## src/rtl/sodor5_tb_pkg.sv

```systemverilog
// rtl/sodor5_tb_pkg.sv - shared RV opcode constants, field slices and scheduler state type
package sodor5_tb_pkg;

   localparam logic [6:0]  OPC_LOAD  = 7'b0000011;
   localparam logic [6:0]  OPC_OPIMM = 7'b0010011;
   localparam logic [31:0] NOP_WORD  = 32'h00000013;

   typedef enum logic {WARMUP, ARB} sched_state_t;

   function automatic logic [4:0] rd_of(input logic [31:0] w);
      return w[11:7];
   endfunction

   function automatic logic [4:0] rs1_of(input logic [31:0] w);
      return w[19:15];
   endfunction

   function automatic logic [6:0] opcode_of(input logic [31:0] w);
      return w[6:0];
   endfunction

endpackage

```

## src/rtl/wrr_arbiter2.sv

```systemverilog
// rtl/wrr_arbiter2.sv - two-way weighted round-robin grant with per-source credit
module wrr_arbiter2 #(
   parameter logic [3:0] W_A = 4'd1,
   parameter logic [3:0] W_B = 4'd1
) (
   input  logic clk,
   input  logic reset,
   input  logic req_a,
   input  logic req_b,
   input  logic advance,
   output logic gnt_a,
   output logic gnt_b
);

   logic       ptr_b;
   logic       ptr_b_nxt;
   logic [3:0] credit;
   logic [3:0] credit_nxt;
   logic       en_a;
   logic       en_b;
   logic       cur_req;
   logic       oth_req;
   logic       gnt;
   logic       gnt_sel_b;

   // A zero weight removes that source from arbitration entirely.
   always_comb begin
      en_a       = req_a && (W_A != 4'd0);
      en_b       = req_b && (W_B != 4'd0);
      cur_req    = ptr_b ? en_b : en_a;
      oth_req    = ptr_b ? en_a : en_b;
      gnt        = 1'b0;
      gnt_sel_b  = ptr_b;
      ptr_b_nxt  = ptr_b;
      credit_nxt = credit;
      if (cur_req && (credit != 4'd0)) begin
         gnt        = 1'b1;
         credit_nxt = credit - 4'd1;
      end else if (oth_req) begin
         gnt        = 1'b1;
         gnt_sel_b  = ~ptr_b;
         ptr_b_nxt  = ~ptr_b;
         credit_nxt = (ptr_b ? W_A : W_B) - 4'd1;
      end else if (cur_req) begin
         gnt        = 1'b1;
         credit_nxt = (ptr_b ? W_B : W_A) - 4'd1;
      end
      gnt_a = gnt && !gnt_sel_b;
      gnt_b = gnt && gnt_sel_b;
   end

   // State only moves when the granted candidate is actually consumed.
   always_ff @(posedge clk) begin
      if (reset) begin
         ptr_b  <= 1'b0;
         credit <= W_A;
      end else if (advance && gnt) begin
         ptr_b  <= ptr_b_nxt;
         credit <= credit_nxt;
      end
   end

endmodule

```

## src/rtl/imem_instr_scheduler.sv

```systemverilog
// rtl/imem_instr_scheduler.sv - imem word sequencer: warm-up NOPs, WRR of ALU/load sources, load-use bubbles
module imem_instr_scheduler #(
   parameter logic [31:0] NOP_WORD   = sodor5_tb_pkg::NOP_WORD,
   parameter int          RESET_NOPS = 3,
   parameter logic [3:0]  W_ALU      = 4'd1,
   parameter logic [3:0]  W_LD       = 4'd1,
   parameter int          LU_BUBBLES = 1
) (
   input  logic        clk,
   input  logic        reset,
   input  logic        alu_valid,
   input  logic [31:0] alu_instr,
   output logic        alu_ready,
   input  logic        ld_valid,
   input  logic [31:0] ld_instr,
   output logic        ld_ready,
   input  logic        imem_ready,
   output logic        imem_valid,
   output logic [31:0] imem_data,
   output logic [31:0] issue_count,
   output logic [15:0] bubble_count
);

   import sodor5_tb_pkg::sched_state_t;
   import sodor5_tb_pkg::WARMUP;
   import sodor5_tb_pkg::ARB;
   import sodor5_tb_pkg::OPC_LOAD;
   import sodor5_tb_pkg::rd_of;
   import sodor5_tb_pkg::rs1_of;
   import sodor5_tb_pkg::opcode_of;

   localparam logic [3:0] WARM_INIT = 4'(RESET_NOPS);
   localparam logic [1:0] HAZ_INIT  = 2'(LU_BUBBLES);

   sched_state_t state, state_nxt;
   logic [3:0]   warm_cnt, warm_nxt;
   logic [1:0]   haz_cnt, haz_nxt;
   logic [4:0]   haz_rd, haz_rd_nxt;
   logic         valid_nxt;
   logic [31:0]  data_nxt;
   logic [31:0]  issue_nxt;
   logic [15:0]  bubble_nxt;
   logic         slot_open;
   logic         gnt_alu;
   logic         gnt_ld;
   logic         advance;
   logic         hit;
   logic [31:0]  cand;

   wrr_arbiter2 #(
      .W_A (W_ALU),
      .W_B (W_LD)
   ) u_arb (
      .clk     (clk),
      .reset   (reset),
      .req_a   (alu_valid),
      .req_b   (ld_valid),
      .advance (advance),
      .gnt_a   (gnt_alu),
      .gnt_b   (gnt_ld)
   );

   always_comb begin
      slot_open  = !imem_valid || imem_ready;
      cand       = gnt_ld ? ld_instr : alu_instr;
      hit        = (haz_cnt != 2'd0) && (rs1_of(cand) == haz_rd);
      state_nxt  = state;
      warm_nxt   = warm_cnt;
      haz_nxt    = haz_cnt;
      haz_rd_nxt = haz_rd;
      valid_nxt  = imem_valid;
      data_nxt   = imem_data;
      bubble_nxt = bubble_count;
      issue_nxt  = issue_count + {31'd0, imem_valid && imem_ready};
      advance    = 1'b0;
      alu_ready  = 1'b0;
      ld_ready   = 1'b0;
      case (state)
         WARMUP: begin
            if (warm_cnt == 4'd0) begin
               state_nxt = ARB;
               if (slot_open) begin
                  valid_nxt = 1'b0;
                  data_nxt  = NOP_WORD;
               end
            end else if (slot_open) begin
               valid_nxt = 1'b1;
               data_nxt  = NOP_WORD;
               warm_nxt  = warm_cnt - 4'd1;
               if (warm_cnt == 4'd1) state_nxt = ARB;
            end
         end
         ARB: begin
            if (slot_open) begin
               if (!(gnt_alu || gnt_ld)) begin
                  valid_nxt = 1'b0;
                  data_nxt  = NOP_WORD;
               end else if (hit) begin
                  // Bubble: candidate stays at its source for the next slot.
                  valid_nxt  = 1'b1;
                  data_nxt   = NOP_WORD;
                  haz_nxt    = haz_cnt - 2'd1;
                  bubble_nxt = (bubble_count == 16'hFFFF) ? bubble_count : bubble_count + 16'd1;
               end else begin
                  valid_nxt = 1'b1;
                  data_nxt  = cand;
                  advance   = 1'b1;
                  alu_ready = gnt_alu;
                  ld_ready  = gnt_ld;
                  if (haz_cnt != 2'd0) haz_nxt = haz_cnt - 2'd1;
                  if ((opcode_of(cand) == OPC_LOAD) && (rd_of(cand) != 5'd0)) begin
                     haz_rd_nxt = rd_of(cand);
                     haz_nxt    = HAZ_INIT;
                  end
               end
            end
         end
      endcase
      if (reset) begin
         advance   = 1'b0;
         alu_ready = 1'b0;
         ld_ready  = 1'b0;
      end
   end

   always_ff @(posedge clk) begin
      if (reset) begin
         state        <= WARMUP;
         warm_cnt     <= WARM_INIT;
         haz_cnt      <= 2'd0;
         haz_rd       <= 5'd0;
         imem_valid   <= 1'b0;
         imem_data    <= NOP_WORD;
         issue_count  <= 32'd0;
         bubble_count <= 16'd0;
      end else begin
         state        <= state_nxt;
         warm_cnt     <= warm_nxt;
         haz_cnt      <= haz_nxt;
         haz_rd       <= haz_rd_nxt;
         imem_valid   <= valid_nxt;
         imem_data    <= data_nxt;
         issue_count  <= issue_nxt;
         bubble_count <= bubble_nxt;
      end
   end

endmodule
```

## config.mk

```make
export PLATFORM = sky130hd
export DESIGN_NAME = imem_instr_scheduler
export DESIGN_NICKNAME = d
export VERILOG_FILES = /design/src/rtl/sodor5_tb_pkg.sv /design/src/rtl/wrr_arbiter2.sv /design/src/rtl/imem_instr_scheduler.sv
export SDC_FILE = /design/constraint.sdc
export NUM_CORES = 1
export LEC_CHECK = 0
export CORE_UTILIZATION = 45
export CTS_BUF_LIST = sky130_fd_sc_hd__clkbuf_4 sky130_fd_sc_hd__clkbuf_8
export DETAILED_ROUTE_END_ITERATION = 16
export PLACE_DENSITY = 0.78
export SYNTH_ARGS = -nofsm -noshare
export SYNTH_HDL_FRONTEND = slang
export SYNTH_SLANG_ARGS = --single-unit
```

## constraint.sdc

```tcl
create_clock -name clk -period 5.8 [get_ports clk]
set_clock_uncertainty 0.1 [all_clocks]
set_input_delay 1.16 -clock clk [delete_from_list [all_inputs] [get_ports clk]]
set_output_delay 1.16 -clock clk [all_outputs]
set_load 0.02 [all_outputs]
```

# Word level (Yosys, flattened, before mapping)
# Cells that the tools add are included.
word_totals:
  inputBits: 69
  latchBits: 0
  romBits: 0
  mem_bits_rw: 0
  output_inout_bits: 83
  word_cells: 93
  memories: 0
  regBits: 98
op_classes:
  n_reduce_logical: 23
  n_mux: 44
  mul: 0
  magnitude_cmp: 0
  addsub: 5
  eq_ne: 6
  n_shift: 0
  div: 0
  bitwise: 5
op_table:
  columns: ["op", "count"]
  rows:
  - ["$mux W32", 5]
  - ["$pmux W32 S2", 1]
  - ["$add A32 B1 Y32", 1]
  - ["$mux W1", 31]
  - ["$add A16 B1 Y16 const B", 1]
  - ["$eq A16 B16 Y1 const B", 1]
  - ["$mux W4", 3]
  - ["$reduce_and A5 Y1", 2]
  - ["$sub A4 B1 Y4 const B", 2]
  - ["$eq A7 B2 Y1 const B", 1]
  - ["$logic_and A1 B1 Y1", 7]
  - ["$mux W2", 3]
  - ["$reduce_bool A3 Y1", 2]
  - ["$eq A5 B5 Y1", 1]
  - ["$not A1 Y1", 5]
  - ["$reduce_bool A5 Y1", 1]
  - ["$eq A4 B1 Y1 const B", 1]
  - ["$logic_not A4 Y1", 1]
  - ["$reduce_and A2 Y1", 2]
  - ["$reduce_and A4 Y1", 1]
  - ["$reduce_bool A4 Y1", 1]
  - ["$reduce_and A3 Y1", 1]
  - ["$logic_not A1 Y1", 2]
  - ["$logic_or A1 B1 Y1", 2]
  - ["other kinds (5)", 5]

# Depth between registers and ports, before layout
depth:
  depth_word: 15
  mapped_depth: 12

# Hierarchy
# From an unflattened synthesis, not the netlist that was laid out.
unflattened:
  cells_unflattened: 530
  hier_area_um2: 4615.7
modules_own_cells:
  columns: ["mod", "n_inst", "area_each_um2", "seq_area_each_um2", "cells_each"]
  rows:
  - ["imem_instr_scheduler", 1, 4315.4, 1861.8, 492]
  - ["wrr_arbiter2", 1, 300.3, 100.1, 38]

# Worst setup path after synthesis
# OpenSTA, ideal clock, no wires.
synth_path:
  kind: "input-to-output"
  startpoint: "input port alu_valid"
  endpoint: "output port ld_ready"
  path_buffers: 2
  path_slack_ns: 1.567
  arrival_time_ns: 2.973
  cell_stages: 9
  cell_sequence: "clkbuf_1 inv_1 o211ai_1 a21oi_1 nor4b_4 nand4_4 nand3_1 clkbuf_1 nor2_1"
synth_via:
  elab_chain_len: 13
  word_cells_on_any_way: 20
synth_lines:
  columns: ["element", "line", "source"]
  rows:
  - ["start, declared", "imem_instr_scheduler.sv:11", "input logic alu_valid,"]
  - ["$mux W1", "wrr_arbiter2.sv:30", "cur_req = ptr_b ? en_b : en_a;"]
  - ["$mux W1", "wrr_arbiter2.sv:44", "end else if (cur_req) begin"]
  - ["$mux W1", "wrr_arbiter2.sv:39", "end else if (oth_req) begin"]
  - ["$mux W1", "wrr_arbiter2.sv:36", "if (cur_req && (credit != 4'd0)) begin"]
  - ["$logic_and A1 B1 Y1", "wrr_arbiter2.sv:49", "gnt_b = gnt && gnt_sel_b;"]
  - ["$mux W32", "imem_instr_scheduler.sv:65", "cand = gnt_ld ? ld_instr : alu_instr;"]
  - ["$eq A5 B5 Y1", "imem_instr_scheduler.sv:66", "hit = (haz_cnt != 2'd0) && (rs1_of(cand) == haz_rd);"]
  - ["$logic_and A1 B1 Y1", "imem_instr_scheduler.sv:66", null]
  - ["$mux W1", "imem_instr_scheduler.sv:98", "end else if (hit) begin"]
  - ["$mux W1 *", "imem_instr_scheduler.sv:95", "if (!(gnt_alu || gnt_ld)) begin"]
  - ["$mux W1 *", "imem_instr_scheduler.sv:94", "if (slot_open) begin"]
  - ["$mux W1 *", "imem_instr_scheduler.sv:78", "case (state)"]
  - ["$mux W1 *", "imem_instr_scheduler.sv:119", "if (reset) begin"]
  - ["end, declared", "imem_instr_scheduler.sv:16", "output logic ld_ready,"]
# Mark *: on every way between the ends. The rest lies on a longest branch, timed or not.

# Worst setup path after layout
layout_path:
  startpoint: "input port alu_valid"
  endpoint: "output port alu_ready"
layout_via:
  elab_chain_len: 13
  word_cells_on_any_way: 20
layout_lines:
  columns: ["element", "line", "source"]
  rows:
  - ["$mux W1", "wrr_arbiter2.sv:30", null]
  - ["$mux W1", "wrr_arbiter2.sv:44", null]
  - ["$mux W1", "wrr_arbiter2.sv:39", null]
  - ["$mux W1", "wrr_arbiter2.sv:36", null]
  - ["$logic_and A1 B1 Y1", "wrr_arbiter2.sv:49", null]
  - ["$mux W32", "imem_instr_scheduler.sv:65", null]
  - ["$eq A5 B5 Y1", "imem_instr_scheduler.sv:66", null]
  - ["$logic_and A1 B1 Y1", "imem_instr_scheduler.sv:66", null]
  - ["$mux W1", "imem_instr_scheduler.sv:98", null]
  - ["$mux W1 *", "imem_instr_scheduler.sv:95", null]
  - ["$mux W1 *", "imem_instr_scheduler.sv:94", null]
  - ["$mux W1 *", "imem_instr_scheduler.sv:78", null]
  - ["$mux W1 *", "imem_instr_scheduler.sv:119", null]
  - ["end, declared", "imem_instr_scheduler.sv:13", "output logic alu_ready,"]
# Marks and branches as above.

==> impl_metrics.toml <==
[synthesis]
synth.distinct_cells = 55
yosys.area_share.simple = 0.240
synthAdderAreaFrac = 0.0187
synth.area.mux_share = 0.0737
ys_async_sr_fraction = 0
seq_area_frac_synth = 0.419
syn_inst = 543
synth_top_family_by_area = "simple AND/OR/NAND/NOR gates"
synth_compound_area_frac = 0.147
syn_area_per_cell_sq_um = 8.63
yosys_warnings = 0
synth_seq_cells = 98
synth_edf_count = 0
synth_top_flop_cell = "dfxtp_1"
syn_nets = 619
syn_area_sq_um = 4680
synthXorXnorAreaFrac = 0.0617

[global_routing]
overflow = 0
grt_pass1_vias = 4234
grt_max_degree = 75
grtUsageTotal = 0.240
antenna_found_initial = 0
grt_pass1_wl_um = 20900

[clocking]
clk_transition_reported_paths_ns = 0.09
post-cts-setup-buffers = 0
hold_buffers = 0
cts_tree = "built"
cts_root_buf = "clkbuf_8"
htreeDepth = 3
cts_buffers = 9
clock_path_buffers = 2
cts_resized = 0
cts.sinks = 98
clock_latency_ns = 0.37

[floorplanning]
die_area_sq_um = 10800
core_sq_um = 9910
die_w_um = 104
num_rows = 36
start_util = 0.473
die_h_um = 104
io_pins = 152

[layout]
instances_no_fill = 818
multi_input_area_sq_um = 2550
nNetsFinal = 756
fillers = 832
antenna_cells = 0
drive_above_1_share = 0.0599
seqCellArea_sq_um = 1960
area_growth_pct = 39.9

[timing]
relSlewSlack = 0.184
tns_ns = 0
finalMaxSlewViolations = 0
fmax_mhz = 179
finalCritPeriodShare = 0.963
tightest_slew_ns = 1.22
setup_violations = 0
min_period_ns = 5.59
hold_viol = 0
rsz0062_at_grt = "no"

[setup_path]
start_kind = "input port"
critPathKind = "input port to output pin"
cp-startpoint = "alu_valid"
crit_top_cell = "clkdlybuf4s50_1"
max_stage_delay_ns = 0.69
critPathTopFamily = "buffers and inverters"
reg2reg_from = "u_arb.credit[0]"
path_max_fanout = 11
required_ns = 4.54
cp.arrival_ns = 4.33
end_kind = "output pin"
crit_chain = "clkdlybuf4s50_1, inv_1, o211ai_1, and3_4, nor4b_4, and4_1, nor2_1, and3_1, clkdlybuf4s50_1"
slowest_stage = "clkdlybuf4s50_1"
path_buf_inv = 3

[drt]
ant_nets = 0
firstDrtPassIters = 5
first_iter_violations = 176
drc = 0
wirelength_um = 12900
via_count = 4500
vias_per_cell = 5.50
avgRoutedWirePerCell_um = 15.8

[min_path]
worstHoldPathType = "flop to flop"
min_from = "imem_data[3]"

[power]
p_per_area_nw_per_um2 = 259
p_leak_nw = 2.35
vdd.ir_drop.worst_v = 0.000138

[outcome]
status = "complete, no violations"

[placed_design]
port_buffers = 151
hpwlAfterDp_um = 9600
place_inst = 802
place_congestion = 0.847

[run]
cap_violations = 0
-- state kept, by name, indices dropped and copies added, names as in the netlist --
signal	flops
bubble_count	16
haz_cnt	2
u_arb.credit	4
state	1
warm_cnt	4
haz_rd	5
u_arb.ptr_b	1
imem_valid	1
issue_count	32
imem_data	32
-- per-stage QoR --
stage	util	setup WS [ns]	cell area [sq um]	total power, mW	hold slack [ns]
after floorplan	-	1.57	4680	0.975	0.363
after global placement	0.634	0.365	6280	1.11	0.335
after detailed placement	0.634	0.287	6280	1.12	0.341
after CTS	0.661	0.270	6550	1.70	0.363
after global routing	0.661	0.0647	6550	1.76	0.388
final	0.661	0.212	6550	1.69	0.358
-- Yosys cell counts (all sizes together), types with 2 or more instances --
master	count	share of area
or2	2	0.0027
inv	14	0.011
nand2b	3	0.0045
ha	7	0.019
clkbuf	21	0.017
xnor2	13	0.024
nand2	44	0.035
mux2	4	0.0096
a22o	4	0.0075
nand4	14	0.022
xor2	20	0.037
o211ai	4	0.0064
a31o	4	0.0075
buf	10	0.011
o31ai	8	0.013
and4	5	0.0093
nor3	9	0.0096
and3	12	0.017
nor2b	9	0.012
nor2	55	0.044
or3	9	0.012
nor4	6	0.0080
o41ai	2	0.0037
and2	4	0.0053
a31oi	4	0.0053
mux2i	30	0.064
o21ai	42	0.045
a21oi	30	0.033
a41oi	2	0.0037
or4	8	0.013
nand3	31	0.033
dfxtp	98	0.42
-- area by class of cell --
cell class,count,share of cell area
multi-input combinational,400,0.389
sequential,98,0.299
clock buffer,11,0.0222
timing repair buffer,157,0.237
tap,133,0.0254
clock inverter,5,0.0191
inverter,14,0.00802
-- path summary, 6_finish.rpt --
| path | to | slack (ns) | depth (start not counted) |
|---|---|---|---|
| setup / recovery | alu_ready | 0.21 | 9 |
| hold / removal | imem_data[3] | 0.36 | 2 |
| setup reg to reg | haz_rd[2] | 2.39 | 10 |
| hold reg to reg | imem_data[3] | 0.36 | 2 |
-- worst min-delay path, cell delays in order (launching register included) --
cell and delay, ns:
dfxtp_1 0.33, nand2_1 0.04, o21ai_0 0.05
-- placed cells by master (no fill, tap or decap), types with 5 or more instances in the layout --
master             n
clkdlybuf4s50_1  150
dfxtp_1           98
nor2_1            54
nand2_1           44
o21ai_0           41
nand3_1           31
mux2i_1           30
a21oi_1           29
xor2_1            20
inv_1             14
xnor2_1           13
nand4_1           13
and3_1            11
clkbuf_8          10
nor2b_1            9
or3_1              9
nor3_1             9
or4_1              8
o31ai_1            8
ha_1               7
nor4_1             6
buf_4              6
and4_1             5
-- logic make-up (layout without fill, tap and decap cells) --
group / Yosys count / in the layout
AO/OA/AOI/OAI: 111 / 111
AND/OR/NAND/NOR: 215 / 215
XOR/XNOR: 33 / 33
buffers and inverters: 45 / 187
adder cells (fa/ha/maj): 7 / 7
multiplexers: 34 / 34
flip-flops: 98 / 98
-- power by group --
part	leakage, nW	internal [mW]	switching, mW
logic	1.42	0.167	0.206
registers	0.792	0.712	0.0264
clock network	0.137	0.346	0.237
total	2.35	1.23	0.470
-- layer usage --
layer / track usage / part of all wire / vias up
li1: - / - / 2209
met1: 0.292 / 0.43 / 2141
met2: 0.416 / 0.51 / 129
met3: 0.0357 / 0.039 / 21
met4: 0.111 / 0.024 / 0
met5: 0 / 0 / -
Note: power is estimated with default switching activity, not from simulation.
